===== src/rtl/cpu_pkg.sv =====
// Shared definitions for the Beta-style CPU: PCSEL encodings, default PC vectors,
// fetch FSM state encoding and the branch-offset helper.
package cpu_pkg;

  localparam logic [2:0] PCSEL_INC   = 3'b000;
  localparam logic [2:0] PCSEL_BR    = 3'b001;
  localparam logic [2:0] PCSEL_JMP   = 3'b010;
  localparam logic [2:0] PCSEL_ILLOP = 3'b011;
  localparam logic [2:0] PCSEL_XADR  = 3'b100;

  localparam logic [31:0] RESET_VEC_DEF = 32'h8000_0000;
  localparam logic [31:0] ILLOP_VEC_DEF = 32'h8000_0004;
  localparam logic [31:0] XADR_VEC_DEF  = 32'h8000_0008;

  typedef enum logic [1:0] {
    FS_IDLE  = 2'd0,
    FS_FETCH = 2'd1,
    FS_EXEC  = 2'd2
  } fetch_state_t;

  // Word offset sign-extended into the 31-bit address space below the supervisor bit.
  function automatic logic [30:0] br_offset(input logic [15:0] imm);
    return {{13{imm[15]}}, imm, 2'b00};
  endfunction

endpackage


===== src/rtl/next_pc_mux.sv =====
// Combinational next-PC selection and PC+4 for the Beta fetch logic.
// Bits 30:0 wrap modulo 2^31; bit 31 (supervisor) follows the PCSEL rules.
module next_pc_mux
  import cpu_pkg::*;
#(
  parameter logic [31:0] ILLOP_VEC = ILLOP_VEC_DEF,
  parameter logic [31:0] XADR_VEC  = XADR_VEC_DEF
) (
  input  logic [31:0] pc,
  input  logic [15:0] imm,
  input  logic [31:0] jt,
  input  logic [2:0]  pcsel,
  output logic [31:0] pc_plus4,
  output logic [31:0] next_pc
);

  logic unused_jt;
  assign unused_jt = ^jt[1:0];

  assign pc_plus4 = {pc[31], pc[30:0] + 31'd4};

  always_comb begin
    next_pc = ILLOP_VEC;
    case (pcsel)
      PCSEL_INC:   next_pc = pc_plus4;
      PCSEL_BR:    next_pc = {pc[31], pc_plus4[30:0] + br_offset(imm)};
      // A JMP can drop to user mode but never raise into supervisor mode.
      PCSEL_JMP:   next_pc = {pc[31] & jt[31], jt[30:2], 2'b00};
      PCSEL_ILLOP: next_pc = ILLOP_VEC;
      PCSEL_XADR:  next_pc = XADR_VEC;
      default:     next_pc = ILLOP_VEC;
    endcase
  end

endmodule


===== src/rtl/fetch_unit.sv =====
// PC register and instruction fetch FSM of the unpipelined Beta CPU.
// Optional FETCH_IRQ_EN adds a level irq input that forces a trap through XADR_VEC.
//
// state    | meaning
// FS_IDLE  | just out of reset, one cycle before the first fetch
// FS_FETCH | imem_req held at pc until imem_ack (or irq trap injected)
// FS_EXEC  | instruction valid downstream; pc advances when not stalled
module fetch_unit
  import cpu_pkg::*;
#(
  parameter logic [31:0] RESET_VEC = RESET_VEC_DEF,
  parameter logic [31:0] ILLOP_VEC = ILLOP_VEC_DEF,
  parameter logic [31:0] XADR_VEC  = XADR_VEC_DEF
) (
  input  logic        clk,
  input  logic        RESET_N,
  output logic        imem_req,
  output logic [31:0] imem_addr,
  input  logic        imem_ack,
  input  logic [31:0] imem_rdata,
  output logic [31:0] instruction,
  output logic        instr_valid,
  input  logic        exec_stall,
  input  logic [2:0]  PCSEL,
  input  logic [31:0] jt,
  output logic [31:0] pc,
  output logic [31:0] pc_plus4
`ifdef FETCH_IRQ_EN
  ,
  input  logic        irq
`endif
);

  fetch_state_t state, state_nxt;
  logic [31:0]  pc_q, pc_nxt;
  logic [31:0]  instr_q, instr_nxt;
  logic         req_q, req_nxt;
  logic         valid_q, valid_nxt;
  logic         irq_q, irq_nxt;
  logic         enter_fetch;
  logic         irq_take;
  logic [31:0]  mux_next_pc;
  logic [31:0]  exec_target;

  next_pc_mux #(
    .ILLOP_VEC (ILLOP_VEC),
    .XADR_VEC  (XADR_VEC)
  ) u_next_pc_mux (
    .pc       (pc_q),
    .imm      (instr_q[15:0]),
    .jt       (jt),
    .pcsel    (PCSEL),
    .pc_plus4 (pc_plus4),
    .next_pc  (mux_next_pc)
  );

  // An injected trap overrides whatever PCSEL the control unit decodes from the ILLOP word.
  assign exec_target = irq_q ? XADR_VEC : mux_next_pc;

`ifdef FETCH_IRQ_EN
  logic [31:0] fetch_pc;
  assign fetch_pc = (state == FS_EXEC) ? exec_target : pc_q;
  assign irq_take = irq & ~fetch_pc[31];
`else
  assign irq_take = 1'b0;
`endif

  always_comb begin
    state_nxt   = state;
    pc_nxt      = pc_q;
    instr_nxt   = instr_q;
    req_nxt     = req_q;
    valid_nxt   = 1'b0;
    irq_nxt     = irq_q;
    enter_fetch = 1'b0;
    unique case (state)
      FS_IDLE: begin
        state_nxt   = FS_FETCH;
        enter_fetch = 1'b1;
      end
      FS_FETCH: begin
        if (irq_q) begin
          instr_nxt = 32'h0000_0000;
          state_nxt = FS_EXEC;
          valid_nxt = 1'b1;
        end else if (imem_ack) begin
          instr_nxt = imem_rdata;
          req_nxt   = 1'b0;
          state_nxt = FS_EXEC;
          valid_nxt = 1'b1;
        end
      end
      FS_EXEC: begin
        if (exec_stall) begin
          valid_nxt = 1'b1;
        end else begin
          pc_nxt      = exec_target;
          state_nxt   = FS_FETCH;
          enter_fetch = 1'b1;
        end
      end
      default: state_nxt = FS_IDLE;
    endcase
    if (enter_fetch) begin
      req_nxt = ~irq_take;
      irq_nxt = irq_take;
    end
  end

  always_ff @(posedge clk or negedge RESET_N) begin
    if (!RESET_N) begin
      state   <= FS_IDLE;
      pc_q    <= RESET_VEC;
      instr_q <= 32'h0000_0000;
      req_q   <= 1'b0;
      valid_q <= 1'b0;
      irq_q   <= 1'b0;
    end else begin
      state   <= state_nxt;
      pc_q    <= pc_nxt;
      instr_q <= instr_nxt;
      req_q   <= req_nxt;
      valid_q <= valid_nxt;
      irq_q   <= irq_nxt;
    end
  end

  assign imem_req    = req_q;
  assign imem_addr   = {1'b0, pc_q[30:2], 2'b00};
  assign instruction = instr_q;
  assign instr_valid = valid_q;
  assign pc          = pc_q;

endmodule


===== config.mk =====
export PLATFORM = sky130hd
export DESIGN_NAME = fetch_unit
export DESIGN_NICKNAME = d
export VERILOG_FILES = /design/src/rtl/cpu_pkg.sv /design/src/rtl/next_pc_mux.sv /design/src/rtl/fetch_unit.sv
export SDC_FILE = /design/constraint.sdc
export NUM_CORES = 1
export LEC_CHECK = 0
export ABC_AREA = 1
export CAP_MARGIN = 20
export CORE_ASPECT_RATIO = 0.75
export CORE_MARGIN = 4
export CORE_UTILIZATION = 30
export DETAILED_ROUTE_END_ITERATION = 8
export GPL_ROUTABILITY_DRIVEN = 0
export PLACE_DENSITY_LB_ADDON = 0.3
export REMOVE_ABC_BUFFERS = 1
export SYNTH_ARGS = -nofsm -noshare
export SYNTH_HDL_FRONTEND = slang
export SYNTH_SLANG_ARGS = --single-unit

===== constraint.sdc =====
create_clock -name clk -period 3.59 [get_ports clk]
set_input_delay 1.077 -clock clk [delete_from_list [all_inputs] [get_ports clk]]
set_output_delay 1.077 -clock clk [all_outputs]
set_load 0.01 [all_outputs]

==> results_dict.tcl, run 1 <==
set metrics [dict create \
    crit_path_start_kind "flop" \
    cts_made_buffers 9 \
    fin_area_mm2 0.00882 \
    syn_to_final_growth_pct 39.9 \
    fin_crit_ns 3.50 \
    synth_ff_type "dfrtp_1" \
    highest_layer "met4" \
    synth-simple-area-share_pct 42.8 \
    drt-met1-wl_um 11500 \
    ys_warn_count 0 \
    fin_nets 1326 \
    fin_worst_skew_ns 0.0110 \
    arrival_ns 2.43 \
    finalMaxSlewViolations 0 \
    track_usage_pct 19.4 \
    floorplan.initialDensity_pct 30.9 \
    die_height_um 134 \
    async_reset_ff_share_pct 100 \
    worstPathMaxFanout 4 \
    finalSetupViolCount 0 \
    synth_adder_area_share_pct 7.46 \
    synthXorXnorAreaFrac_pct 2.32 \
    hp-class "flop to flop" \
    power_density_mw_per_mm2 741 \
    p_leak_uw 0.00443 \
    drt-initial-drc-count 596 \
    drive_gt1_share_pct 7.36 \
    synth_edf_count 0 \
    avgSynthCellArea_um2 6.06 \
    grt_pass1_vias 6761 \
    cts_hold_buf 0 \
    vias_per_cell 4.65 \
    seq_area_frac_synth_pct 26.2 \
    wl_met3_um 1610 \
    muxShareOfSynthArea_pct 0 \
    rows 45 \
    cts-root-buf "clkbuf_16" \
    max_freq_ghz 0.285 \
    maxCapViolCount 0 \
    slew-limit-headroom_pct 42.5 \
    antenna_found_initial 0 \
    synth-seq-cells 66 \
    cts_tree "yes" \
    crit_type "flop to output port" \
    worstMarginPinSlew_ns 0.862 \
    status "complete, no violations" \
    hold_viol_final 0 \
    hold_slack_ns 0.477 \
    path_clk_slew_ns 0.06 \
    dr_wl_met2_um 9650 \
    postPlaceCellArea_mm2 0.00839 \
    core_mm2 0.0204 \
    synth.cell_area_mm2 0.00631 \
    endpoint_kind "output port" \
    ir_drop_v 0.000309 \
    chipWidth_um 175 \
    place.port_buffers 191 \
    vias 6992 \
    synth_top_family_by_area "simple AND/OR/NAND/NOR gates" \
    synth_compound_area_share_pct 7.93 \
    hpwl_um 18700 \
    drt-pass1-iter-count 5 \
    wl_um 23200 \
    worstPathRequired_ns 2.51 \
    clock-sinks 66 \
    ant_nets 0 \
    grt_max_degree 38 \
    die_area_mm2 0.0234 \
    routedWlPerCell_um 15.4 \
    io_pins 201 \
    synthCells 1040 \
    drc 0 \
    overflow 0 \
    insertion_delay_ns 0.34 \
    diodes 0 \
    grt_pass1_wl_um 36200 \
    synthDistinctLibCells 44 \
    h-tree-depth 3 \
    finalCritPeriodShare_pct 97.6 \
    rsz0062_at_grt "true" \
    clock_path_buffers 2 \
]
-- layout by cell type, fill, tap and decap left out, types with 2 or more instances in the layout --
cell,n
nor2_4,4
buf_4,26
nor3_2,2
ha_1,35
a21oi_1,36
inv_1,124
dfrtp_2,15
xor2_1,8
nor2_1,63
and2_2,2
clkinv_1,2
nand3_1,86
clkdlybuf4s50_1,186
nand2_1,445
nor4_1,2
clkbuf_8,2
dlymetal6s2s_1,4
nand3_2,3
nand2_2,4
nand4_1,9
o21ai_0,33
nor3_1,7
conb_1,7
nand3b_1,4
xnor2_1,3
dfrtp_1,50
clkbuf_1,3
xor2_2,2
clkbuf_16,9
a21o_1,4
or2_2,4
o21bai_1,6
nor2_2,7
and2_1,6
-- metal layers --
| metal | track usage, % | vias to the layer above |
|---|---|---|
| met3 | 4.28 | 26 |
| met4 | 4.46 | 0 |
| met5 | 0 | - |
| li1 | - | 3581 |
| met1 | 28.5 | 3141 |
| met2 | 29.1 | 244 |
-- kinds of logic after synthesis --
family / after synthesis
simple gates: 649
buf+inv: 183
compound gates: 89
flops: 66
fa+ha+maj: 37
xor+xnor: 15
other cells: 1
-- synthesized netlist by cell type (all sizes together) (4+ instances only) --
master	instances	area share, %
o21bai	6	0.71
xor2	11	1.6
nand2	449	27
inv	125	7.4
a21o	4	0.48
clkbuf	15	0.89
xnor2	4	0.67
a21oi	36	2.9
and2	8	0.79
o21ai	33	2.6
ha	36	7.1
dfrtp	65	26
nand3	89	7.3
buf	41	4.7
nor3	9	0.79
nand3b	4	0.48
nand4	9	0.89
or2	4	0.40
nor2	74	5.0
-- cell type report --
type | instances | area (um^2)
Clock inverter | 2 | 37.5
Fill cell | 2126 | 11600
Multi-Input combinational cell | 797 | 3910
Timing Repair Buffer | 217 | 2110
Clock buffer | 14 | 264
Sequential cell | 66 | 1670
Inverter | 127 | 477
Tap cell | 282 | 353
-- path summary, 6_finish.rpt --
kind | end | slack, ns | start | cells after the start
max | pc_plus4[20] | 0.09 | pc[2] | 7
min | instruction[31] | 0.48 | instruction[31] | 2
max reg2reg | pc[29] | 0.30 | pc[2] | 20
min reg2reg | instruction[31] | 0.48 | instruction[31] | 2
max in group asynchronous | instruction[8] | 2.03 | RESET_N | 2
min in group asynchronous | pc[19] | 0.76 | RESET_N | 1
-- power by group --
| group | switching (uW) | internal (uW) | leakage (uW) | total [uW] |
|---|---|---|---|---|
| registers | 403 | 1070 | 0.000822 | 1470 |
| logic | 2300 | 1850 | 0.00347 | 4150 |
| clock network | 346 | 577 | 0.000143 | 923 |
| total | 3050 | 3490 | 0.00443 | 6540 |
-- flip-flops by register name (all words and copies together), names as in the netlist --
name / cells
state: 2
imem_req: 1
instr_valid: 1
instruction: 32
pc: 30
-- repair_timing --
| item | CTS | global route |
|---|---|---|
| buffers inserted | 0 | 6 |
| gates resized for setup | 4 | 27 |
| pin swaps | 0 | 2 |
| endpoints found under the setup margin | 5 | 20 |
-- through the flow --
| step | instances | worst slack, ns | total power, uW | utilization [%] | setup TNS, ns |
|---|---|---|---|---|---|
| after floorplan | 990 | 0.261 | 3530 | - | 0 |
| after global placement | 1483 | 0.328 | 5480 | 41.0 | 0 |
| after detailed placement | 1483 | 0.324 | 5530 | 41.0 | 0 |
| after CTS | 1499 | -0.0111 | 6510 | 42.6 | -0.0111 |
| after global routing | 1505 | -0.0209 | 7080 | 43.2 | -0.0465 |
| final | 1505 | 0.0864 | 6540 | 43.2 | 0 |
-- worst max-delay path, cell delays in order (launching register included) --
cell and delay [ns]:
dfrtp_1 0.36, ha_2 0.22, nand3_2 0.12, nor2_4 0.13
nand3_2 0.14, nor2_4 0.24, xor2_4 0.27, clkdlybuf4s50_1 0.60
No activity file was read; power rests on OpenSTA's default activity.
==> inputs of run 2 (changes only) <==
--- a/config.mk
+++ b/config.mk
@@ -8,7 +8,6 @@
 export ABC_AREA = 1
 export CAP_MARGIN = 20
 export CORE_ASPECT_RATIO = 0.75
-export CORE_MARGIN = 4
 export CORE_UTILIZATION = 30
 export DETAILED_ROUTE_END_ITERATION = 8
 export GPL_ROUTABILITY_DRIVEN = 0
==> results_dict.tcl, run 2 (synthesis results as in run 1) <==
set metrics [dict create \
    status "complete, no violations" \
    cts_tree "yes" \
    arrival_ns 2.48 \
    antenna_found_initial 0 \
    vias_per_cell 4.65 \
    min_from "instruction[30]" \
    crit_type "flop to output port" \
    busiest_layer "met2" \
    grt_pass1_wl_um 34900 \
    chipWidth_um 169 \
    ant_nets 0 \
    hp-class "flop to flop" \
    rsz0062_at_grt "true" \
    rows 45 \
    crit_path_start_kind "flop" \
    max_freq_ghz 0.281 \
    place.port_buffers 191 \
    cts_hold_buf 0 \
    drc 0 \
    worstMarginPinSlew_ns 0.749 \
    dp_cells 1481 \
    diodes 0 \
    cellInternalPower_uw 3550 \
    finalSetupViolCount 0 \
    max_stage_delay_ns 0.63 \
    maxCapViolCount 0 \
    cts_made_buffers 9 \
    core_mm2 0.0204 \
    slew-limit-headroom_pct 50.1 \
    hold_viol_final 0 \
    p_leak_uw 0.00443 \
    grt_use_met3_pct 4.96 \
    final_cell_mix "nand2_1 (446), clkdlybuf4s50_1 (186), inv_1 (124)" \
    r2r-start "pc[2]" \
    combPwrFrac_pct 62.5 \
    vias 6960 \
    finalCritPeriodShare_pct 99.2 \
    grt_max_degree 67 \
    path_clk_slew_ns 0.06 \
    drive_gt1_share_pct 6.58 \
    nFillCells 2102 \
    use_met2_pct 31.5 \
    insertion_delay_ns 0.35 \
    grt_use_met1_pct 30.9 \
    floorplan.initialDensity_pct 30.9 \
    worstPathRequired_ns 2.51 \
    ir_drop_v 0.000301 \
    power_density_mw_per_mm2 750 \
    finalMaxSlewViolations 0 \
    syn_to_final_growth_pct 39.5 \
    endpoint_kind "output port" \
    hpwl_um 18000 \
    die_area_mm2 0.0216 \
    grt_pass1_vias 6499 \
    overflow 0 \
    finalNonFillerCells 1498 \
    clock-sinks 66 \
    postPlaceCellArea_mm2 0.00839 \
    clock_path_buffers 2 \
    fin_worst_skew_ns 0.00853 \
    p_sw_share_pct 46.2 \
    worstPathMaxFanout 7 \
    h-tree-depth 3 \
    fin_nets 1319 \
    cts-root-buf "clkbuf_16" \
    cp_slowest_cell "clkdlybuf4s50_1" \
    layout_commonest_cell "nand2_1" \
    seq_power_share_pct 22.3 \
    fin_area_mm2 0.00880 \
    drt-pass1-iter-count 6 \
    track_usage_pct 21.1 \
    die_height_um 128 \
    fin_crit_ns 3.56 \
    switching_power_uw 3040 \
    io_pins 201 \
    wl_um 22400 \
    drt-initial-drc-count 602 \
    pwr-share-clk_pct 15.2 \
    hold_slack_ns 0.478 \
    routedWlPerCell_um 14.9 \
    worstPathCellList "ha_2 -> inv_1 -> nor2_1 -> nand2_2 -> nor2_4 -> xor2_1 -> clkdlybuf4s50_1" \
    largest_reg_flops 32 \
    startpoint "pc[2]" \
]
-- run 2: cell count changes in the layout (fill, tap and decap cells not counted), moves of 2 or more --
cell,before,now
dfrtp_1,50,54
clkbuf_1,3,1
buf_4,26,18
dfrtp_2,15,11
-- run 2: critical path: cells and delay by family, from the launching register on --
family	cells	cell delay, ns
DFF	1	0.35
xor gates and xnor gates	1	0.44
adders and majority gates	1	0.22
and+or+nand+nor	3	0.44
buffers and inverters	2	0.68
-- run 2: worst paths after layout --
path	to	slack (ns)	cells past startpoint
hold / removal	instruction[30]	0.48	2
max in group asynchronous	pc[4]	2.49	2
min in group asynchronous	instruction[30]	0.74	2
setup reg to reg	pc[26]	0.35	18
setup / recovery	pc_plus4[14]	0.03	7
hold reg to reg	instruction[30]	0.48	2
-- run 2: final cells by class --
cell class	instances	area [um^2]	area share (%)
clock buffers	12	256	2.92
clock inverters	4	73.8	0.839
inverters	127	477	5.42
multi-input cells	797	3900	44.3
flip-flops and latches	66	1670	18.9
well taps	282	353	4.01
repair buffers	210	2070	23.6
-- run 2: power groups by stage --
| stage | Combinational [uW] | Sequential (uW) | Clock (uW) |
|---|---|---|---|
| after global placement | 4010 | 1460 | 0 |
| after detailed placement | 4040 | 1470 | 0 |
| after floorplan | 1950 | 1570 | 0 |
| final | 4120 | 1470 | 1000 |
| after CTS | 4070 | 1460 | 1030 |
| after global routing | 4520 | 1520 | 1070 |
-- run 2: layer usage --
metal	vias up	wire, um
met2	244	9220
met4	0	209
met3	15	1600
met5	-	0
li1	3555	-
met1	3146	11300
-- run 2: what timing repair did --
item | CTS | global route
gates cloned | 0 | 0
resized for setup | 2 | 25
pin swaps | 0 | 1
setup endpoints to repair | 2 | 16
setup buffers | 0 | 1
-- run 2: metrics by stage --
step	total power, uW	TNS (ns)	setup WS, ns	utilization (%)
after global routing	7110	-0.130	-0.0720	43.0
after global placement	5470	0	0.365	41.0
after CTS	6560	0	0.00965	42.7
after detailed placement	5510	0	0.362	41.0
final	6600	0	0.0305	43.0
after floorplan	3530	0	0.261	-
